--- config.mk ---
export PLATFORM = sky130hd
export DESIGN_NAME = musa_mem_arbiter_flat
export DESIGN_NICKNAME = d
export VERILOG_FILES = /design/src/rtl/musa_mem_arbiter_if.sv /design/src/rtl/musa_mem_arbiter.sv /design/src/flat_wrapper.sv
export SDC_FILE = /design/constraint.sdc
export NUM_CORES = 1
export LEC_CHECK = 0
export BUFFER_PORTS_ARGS = -buffer_cell sky130_fd_sc_hd__buf_2
export CORE_AREA = 3 3 115 117
export CTS_BUF_LIST = sky130_fd_sc_hd__clkbuf_4 sky130_fd_sc_hd__clkbuf_8
export DETAILED_ROUTE_END_ITERATION = 10
export DIE_AREA = 0 0 118 120
export HOLD_SLACK_MARGIN = 0.12
export PLACE_DENSITY = 0.88
export SETUP_SLACK_MARGIN = 0.02
export SKIP_CTS_REPAIR_TIMING = 1
export SLEW_MARGIN = 20
export SYNTH_ARGS = -nofsm -noshare
export SYNTH_HDL_FRONTEND = slang
export SYNTH_SLANG_ARGS = --single-unit
--- constraint.sdc ---
create_clock -name clk -period 5 [get_ports clk]
set_input_delay 0.25 -clock clk [delete_from_list [all_inputs] [get_ports clk]]
set_output_delay 0.25 -clock clk [all_outputs]
set_load 0.05 [all_outputs]
--- src/rtl/musa_mem_arbiter_if.sv ---
// Request/response bus between the fetch unit, the load/store unit, the shared
// single-port memory and the arbiter that sits between them.
interface musa_mem_arbiter_if #(
    parameter int ADDR_W = 32,
    parameter int DATA_W = 32
);
    logic              if_req;
    logic [ADDR_W-1:0] if_addr;
    logic              if_gnt;
    logic              if_valid;
    logic [DATA_W-1:0] if_rdata;
    logic              d_req;
    logic              d_we;
    logic [ADDR_W-1:0] d_addr;
    logic [DATA_W-1:0] d_wdata;
    logic              d_gnt;
    logic              d_valid;
    logic [DATA_W-1:0] d_rdata;
    logic              mem_en;
    logic              mem_we;
    logic [ADDR_W-1:0] mem_addr;
    logic [DATA_W-1:0] mem_wdata;
    logic [DATA_W-1:0] mem_rdata;
    logic              busy;

    modport slave (
        input  if_req, if_addr, d_req, d_we, d_addr, d_wdata, mem_rdata,
        output if_gnt, if_valid, if_rdata, d_gnt, d_valid, d_rdata,
        output mem_en, mem_we, mem_addr, mem_wdata, busy
    );

    modport master (
        output if_req, if_addr, d_req, d_we, d_addr, d_wdata, mem_rdata,
        input  if_gnt, if_valid, if_rdata, d_gnt, d_valid, d_rdata,
        input  mem_en, mem_we, mem_addr, mem_wdata, busy
    );
endinterface

--- src/rtl/musa_mem_arbiter.sv ---
// Single-port memory arbiter for the multi-cycle core: data port has priority,
// a wait counter forces a fetch grant after STARVE_LIM lost arbitrations.
module musa_mem_arbiter #(
    parameter int ADDR_W     = 32,
    parameter int DATA_W     = 32,
    parameter int MEM_LAT    = 1,
    parameter int STARVE_LIM = 4
) (
    input  logic               clk,
    input  logic               rst_n,
    musa_mem_arbiter_if.slave  bus
);
    localparam int CNT_W = $clog2(STARVE_LIM + 1);
    localparam int LAT_W = $clog2(MEM_LAT + 1);
    localparam logic [CNT_W-1:0] STARVE_MAX = CNT_W'(STARVE_LIM);
    localparam logic [LAT_W-1:0] LAT_INIT   = LAT_W'(MEM_LAT - 1);

    typedef enum logic [1:0] {
        ST_IDLE   = 2'd0,
        ST_ACCESS = 2'd1,
        ST_WAIT   = 2'd2,
        ST_RESP   = 2'd3
    } state_t;

    state_t            state_r, state_nxt_s;
    logic [CNT_W-1:0]  wait_cnt_r, wait_nxt_s;
    logic [LAT_W-1:0]  lat_cnt_r, lat_nxt_s;
    logic              owner_d_r, owner_d_nxt_s;
    logic              store_r, store_nxt_s;
    logic              d_win_s, f_win_s;

    logic              if_gnt_r, if_gnt_nxt_s;
    logic              if_valid_r, if_valid_nxt_s;
    logic [DATA_W-1:0] if_rdata_r, if_rdata_nxt_s;
    logic              d_gnt_r, d_gnt_nxt_s;
    logic              d_valid_r, d_valid_nxt_s;
    logic [DATA_W-1:0] d_rdata_r, d_rdata_nxt_s;
    logic              mem_en_r, mem_en_nxt_s;
    logic              mem_we_r, mem_we_nxt_s;
    logic [ADDR_W-1:0] mem_addr_r, mem_addr_nxt_s;
    logic [DATA_W-1:0] mem_wdata_r, mem_wdata_nxt_s;
    logic              busy_r, busy_nxt_s;

    // FSM state register
    always_ff @(posedge clk or negedge rst_n) begin
        if (!rst_n) begin
            state_r <= ST_IDLE;
        end else begin
            state_r <= state_nxt_s;
        end
    end

    // Arbitration, next state and next values of every registered output
    always_comb begin
        d_win_s         = bus.d_req && (!bus.if_req || (wait_cnt_r < STARVE_MAX));
        f_win_s         = bus.if_req && !d_win_s;
        state_nxt_s     = state_r;
        wait_nxt_s      = wait_cnt_r;
        lat_nxt_s       = lat_cnt_r;
        owner_d_nxt_s   = owner_d_r;
        store_nxt_s     = store_r;
        if_gnt_nxt_s    = 1'b0;
        if_valid_nxt_s  = 1'b0;
        if_rdata_nxt_s  = if_rdata_r;
        d_gnt_nxt_s     = 1'b0;
        d_valid_nxt_s   = 1'b0;
        d_rdata_nxt_s   = d_rdata_r;
        mem_en_nxt_s    = 1'b0;
        mem_we_nxt_s    = 1'b0;
        mem_addr_nxt_s  = mem_addr_r;
        mem_wdata_nxt_s = mem_wdata_r;
        case (state_r)
            ST_IDLE: begin
                if (d_win_s || f_win_s) begin
                    state_nxt_s     = ST_ACCESS;
                    owner_d_nxt_s   = d_win_s;
                    store_nxt_s     = d_win_s && bus.d_we;
                    mem_en_nxt_s    = 1'b1;
                    mem_we_nxt_s    = d_win_s && bus.d_we;
                    mem_addr_nxt_s  = d_win_s ? bus.d_addr : bus.if_addr;
                    mem_wdata_nxt_s = d_win_s ? bus.d_wdata : {DATA_W{1'b0}};
                    d_gnt_nxt_s     = d_win_s;
                    if_gnt_nxt_s    = f_win_s;
                end else begin
                    state_nxt_s = ST_IDLE;
                end
                // A pending fetch that loses only ever happens below the limit, so this saturates
                if (f_win_s) begin
                    wait_nxt_s = {CNT_W{1'b0}};
                end else if (d_win_s && bus.if_req) begin
                    wait_nxt_s = wait_cnt_r + CNT_W'(1);
                end else begin
                    wait_nxt_s = wait_cnt_r;
                end
            end
            ST_ACCESS: begin
                state_nxt_s = ST_WAIT;
                lat_nxt_s   = LAT_INIT;
            end
            ST_WAIT: begin
                if (lat_cnt_r == {LAT_W{1'b0}}) begin
                    state_nxt_s = ST_RESP;
                    if (owner_d_r) begin
                        d_valid_nxt_s = 1'b1;
                        if (!store_r) begin
                            d_rdata_nxt_s = bus.mem_rdata;
                        end else begin
                            d_rdata_nxt_s = d_rdata_r;
                        end
                    end else begin
                        if_valid_nxt_s = 1'b1;
                        if_rdata_nxt_s = bus.mem_rdata;
                    end
                end else begin
                    lat_nxt_s = lat_cnt_r - LAT_W'(1);
                end
            end
            ST_RESP: begin
                state_nxt_s = ST_IDLE;
            end
            default: begin
                state_nxt_s = ST_IDLE;
            end
        endcase
        busy_nxt_s = (state_nxt_s != ST_IDLE);
    end

    // Bookkeeping and output registers
    always_ff @(posedge clk or negedge rst_n) begin
        if (!rst_n) begin
            wait_cnt_r  <= {CNT_W{1'b0}};
            lat_cnt_r   <= {LAT_W{1'b0}};
            owner_d_r   <= 1'b0;
            store_r     <= 1'b0;
            if_gnt_r    <= 1'b0;
            if_valid_r  <= 1'b0;
            if_rdata_r  <= {DATA_W{1'b0}};
            d_gnt_r     <= 1'b0;
            d_valid_r   <= 1'b0;
            d_rdata_r   <= {DATA_W{1'b0}};
            mem_en_r    <= 1'b0;
            mem_we_r    <= 1'b0;
            mem_addr_r  <= {ADDR_W{1'b0}};
            mem_wdata_r <= {DATA_W{1'b0}};
            busy_r      <= 1'b0;
        end else begin
            wait_cnt_r  <= wait_nxt_s;
            lat_cnt_r   <= lat_nxt_s;
            owner_d_r   <= owner_d_nxt_s;
            store_r     <= store_nxt_s;
            if_gnt_r    <= if_gnt_nxt_s;
            if_valid_r  <= if_valid_nxt_s;
            if_rdata_r  <= if_rdata_nxt_s;
            d_gnt_r     <= d_gnt_nxt_s;
            d_valid_r   <= d_valid_nxt_s;
            d_rdata_r   <= d_rdata_nxt_s;
            mem_en_r    <= mem_en_nxt_s;
            mem_we_r    <= mem_we_nxt_s;
            mem_addr_r  <= mem_addr_nxt_s;
            mem_wdata_r <= mem_wdata_nxt_s;
            busy_r      <= busy_nxt_s;
        end
    end

    assign bus.if_gnt    = if_gnt_r;
    assign bus.if_valid  = if_valid_r;
    assign bus.if_rdata  = if_rdata_r;
    assign bus.d_gnt     = d_gnt_r;
    assign bus.d_valid   = d_valid_r;
    assign bus.d_rdata   = d_rdata_r;
    assign bus.mem_en    = mem_en_r;
    assign bus.mem_we    = mem_we_r;
    assign bus.mem_addr  = mem_addr_r;
    assign bus.mem_wdata = mem_wdata_r;
    assign bus.busy      = busy_r;
endmodule

--- src/flat_wrapper.sv ---
// flat-port wrapper written by rule: the top's interface ports become plain ports
module musa_mem_arbiter_flat 
#(
    parameter int ADDR_W     = 32,
    parameter int DATA_W     = 32,
    parameter int MEM_LAT    = 1,
    parameter int STARVE_LIM = 4
)
  (clk, rst_n, bus_if_req, bus_if_addr, bus_d_req, bus_d_we, bus_d_addr, bus_d_wdata, bus_mem_rdata, bus_if_gnt, bus_if_valid, bus_if_rdata, bus_d_gnt, bus_d_valid, bus_d_rdata, bus_mem_en, bus_mem_we, bus_mem_addr, bus_mem_wdata, bus_busy);
  musa_mem_arbiter_if #(.ADDR_W(ADDR_W), .DATA_W(DATA_W)) bus_i ();
  input  logic clk;
  input  logic rst_n;
  input wire logic [$bits(bus_i.if_req)-1:0] bus_if_req;
  input wire logic [$bits(bus_i.if_addr)-1:0] bus_if_addr;
  input wire logic [$bits(bus_i.d_req)-1:0] bus_d_req;
  input wire logic [$bits(bus_i.d_we)-1:0] bus_d_we;
  input wire logic [$bits(bus_i.d_addr)-1:0] bus_d_addr;
  input wire logic [$bits(bus_i.d_wdata)-1:0] bus_d_wdata;
  input wire logic [$bits(bus_i.mem_rdata)-1:0] bus_mem_rdata;
  output wire logic [$bits(bus_i.if_gnt)-1:0] bus_if_gnt;
  output wire logic [$bits(bus_i.if_valid)-1:0] bus_if_valid;
  output wire logic [$bits(bus_i.if_rdata)-1:0] bus_if_rdata;
  output wire logic [$bits(bus_i.d_gnt)-1:0] bus_d_gnt;
  output wire logic [$bits(bus_i.d_valid)-1:0] bus_d_valid;
  output wire logic [$bits(bus_i.d_rdata)-1:0] bus_d_rdata;
  output wire logic [$bits(bus_i.mem_en)-1:0] bus_mem_en;
  output wire logic [$bits(bus_i.mem_we)-1:0] bus_mem_we;
  output wire logic [$bits(bus_i.mem_addr)-1:0] bus_mem_addr;
  output wire logic [$bits(bus_i.mem_wdata)-1:0] bus_mem_wdata;
  output wire logic [$bits(bus_i.busy)-1:0] bus_busy;
  assign bus_i.if_req = bus_if_req;
  assign bus_i.if_addr = bus_if_addr;
  assign bus_i.d_req = bus_d_req;
  assign bus_i.d_we = bus_d_we;
  assign bus_i.d_addr = bus_d_addr;
  assign bus_i.d_wdata = bus_d_wdata;
  assign bus_i.mem_rdata = bus_mem_rdata;
  assign bus_if_gnt = bus_i.if_gnt;
  assign bus_if_valid = bus_i.if_valid;
  assign bus_if_rdata = bus_i.if_rdata;
  assign bus_d_gnt = bus_i.d_gnt;
  assign bus_d_valid = bus_i.d_valid;
  assign bus_d_rdata = bus_i.d_rdata;
  assign bus_mem_en = bus_i.mem_en;
  assign bus_mem_we = bus_i.mem_we;
  assign bus_mem_addr = bus_i.mem_addr;
  assign bus_mem_wdata = bus_i.mem_wdata;
  assign bus_busy = bus_i.busy;
  musa_mem_arbiter #(.ADDR_W(ADDR_W), .DATA_W(DATA_W), .MEM_LAT(MEM_LAT), .STARVE_LIM(STARVE_LIM)) u_core (.clk(clk), .rst_n(rst_n), .bus(bus_i));
endmodule
==> metrics.txt <==
number of synthesized flops with an enable pin=0; sequential share of the synthesized area=0.647; area delta synth->final=54.4%; area share of the largest cell type after synthesis=0.647; minimum clock period=2.70 ns; HP Class=in2reg; Max Transition Viols Final=0; DRC Markers=0; Power Density=797 nW/um2; Post-Layout Cell Count=984; TritonCTS clock tree=yes; via/cell ratio=5.01; initial antenna violation count=0; crit path kind=reg2reg; H-tree levels=4; core footprint=12500 um2; Fmax=371 MHz; Largest stage delay, worst path=0.74 ns; critical path's slowest cell=clkinv_1; most frequent cell after synthesis=dfrtp_1; # clock sinks=142; total vias in the final route=4927; Buffers on Ports=267; Post-layout nets=937; Crit. End Element=flip-flop; all-layer global routing usage=0.199; startpoint types=flip-flop; leading area contributor after synthesis=dfrtp_1; Vert. Die Dim=120 um; Most used DFF post-synth=dfrtp_1; setup TNS=0 ns; Num CTS Buffers=17; layout cells sized above 1=0.456; ant diodes=0; Pre-Repair DR Iteration Count=5; critical path, cell by cell=inv_1 > ha_1 > o21ai_4 > clkinv_1 > nor2_1 > a21oi_1 > dlygate4sd3_1; Async S/R FF share, synth=1.00; gpl congestion=0.777; Fin Hold WS=0.109 ns; synthesized flop and latch total=142; RSZ-0062 raised after global routing=false; wire per inst=17.4 um; final WL=17200 um; post-route ant nets=0; Leak=4.21 nW; Mapped Area=5490 um2; first-pass GRT wire length=22300 um; clk_lat worst skew=0.44 ns; period utilization=0.539; Root Buffer=clkbuf_8; post-synthesis cell type count=25; required time of the critical path=5.32 ns; Syn Nets=564; initial DRC count=307; slack of the critical path=2.30 ns; Die Wd=118 um; GRT overflow=0; boundary pin count=268; yosys warns=0; num rows=41; max_cap viols=0; vias in the first global route=4455; Final Hold Fails=0; Worst Path Arrival=3.02 ns; Clock Path Buffers=2; Die Area=14200 um2; slew at the pin closest to its max-slew limit=0.983 ns; worst slack at placement=2.76 ns; Final setup viols=0; CTS clk-pin slew, worst paths=0.08 ns; relative slew slack=0.343; Crit Path Max Fanout=33; status=complete, no violations; Synth Instances=427; Final Skew=0.0146 ns; Post-DP HPWL=9850 um; Max VDD drop=458 uV; pin count of the biggest net entering global routing=93; largest cells by area after synthesis=dfrtp_1, mux2_2, a21oi_1; Avg Synthesized Cell Area=12.9 um2; Initial Util=0.440; DP Cell Count=840; Commonest cells post-synth=dfrtp_1, a21oi_1, mux2_2, nand2_1, nor2_1
[final timing paths]
path	start	endpoint	slack (ns)	cells past startpoint
max	u_core.state_r[0]	u_core.bus.mem_addr[4]	2.30	7
min	bus_d_addr[27]	u_core.bus.mem_addr[27]	0.11	3
max in group asynchronous	rst_n	u_core.bus.d_gnt	3.35	3
min reg2reg	u_core.store_r	u_core.store_r	0.47	1
min in group asynchronous	rst_n	u_core.bus.d_rdata[11]	0.48	2
max reg2reg	u_core.state_r[0]	u_core.bus.mem_addr[4]	2.30	7
[flip-flops by register name (all words and copies together) (netlist names), 2 cells and up]
name and cells:
u_core.bus.d_rdata 32, u_core.bus.if_rdata 32, u_core.bus.mem_addr 32, u_core.bus.mem_wdata 32, u_core.wait_cnt_r 3, u_core.state_r 2
[layout by cell type (no fill, tap or decap), types with 2 or more instances in the layout]
master         count
nor2_1            35
clkinv_2           4
o21ai_0            2
bufinv_16          3
buf_4              3
clkbuf_8          21
dfrtp_1          142
buf_2            266
ha_1               4
inv_1              3
mux2_2            63
a21o_1             3
dlygate4sd3_1    113
nand2_1           36
a22o_1            32
a21oi_1           65
[metal layers]
| metal | global-route usage | part of all wire | vias up |
|---|---|---|---|
| met5 | 0 | 0 | - |
| met4 | 0.0755 | 0.028 | 0 |
| met3 | 0.0603 | 0.082 | 44 |
| met2 | 0.345 | 0.51 | 293 |
| met1 | 0.232 | 0.38 | 2365 |
| li1 | - | - | 2225 |
[cells by family (layout without fill, tap and decap cells)]
family          count (synthesis)  count (layout)  share of synthesized area
flops                         142             142                      0.647
fa+ha+maj                       4               4                    0.00912
compound gates                105             105                      0.122
simple gates                   79              79                     0.0574
mux                            64              64                      0.131
buf+inv                        33             418                     0.0324
[metrics by stage]
step | power, mW | cell area (um2) | util
2_1_floorplan | 4.72 | 5490 | -
3_3_place_gp | 5.47 | 6920 | 0.555
3_5_place_dp | 5.57 | 6920 | 0.555
4_1_cts | 6.55 | 7350 | 0.589
5_1_grt | 7.07 | 8480 | 0.680
6_report | 6.76 | 8480 | 0.680
[final cells by class]
cell class | instances | area, um2
Timing Repair Buffer | 383 | 2500
Multi-Input combinational cell | 252 | 1770
Tap cell | 172 | 215
Clock buffer | 21 | 289
Fill cell | 847 | 3990
Clock inverter | 10 | 135
Sequential cell | 142 | 3550
Inverter | 4 | 15.0
[worst max-delay path: cells and delay by family, from the launching register on]
family	cells	cell delay (ns)
fa+ha+maj	1	0.29
flops	1	0.33
compound gates	2	0.16
buf+inv	3	1.38
simple gates	1	0.42
[power breakdown]
part | switching, mW | internal (mW) | total [mW]
Sequential | 0.295 | 1.70 | 2.00
Combinational | 2.71 | 1.09 | 3.79
Clock | 0.426 | 0.543 | 0.970
Total | 3.43 | 3.33 | 6.76
No activity file was read; power rests on OpenSTA's default activity.
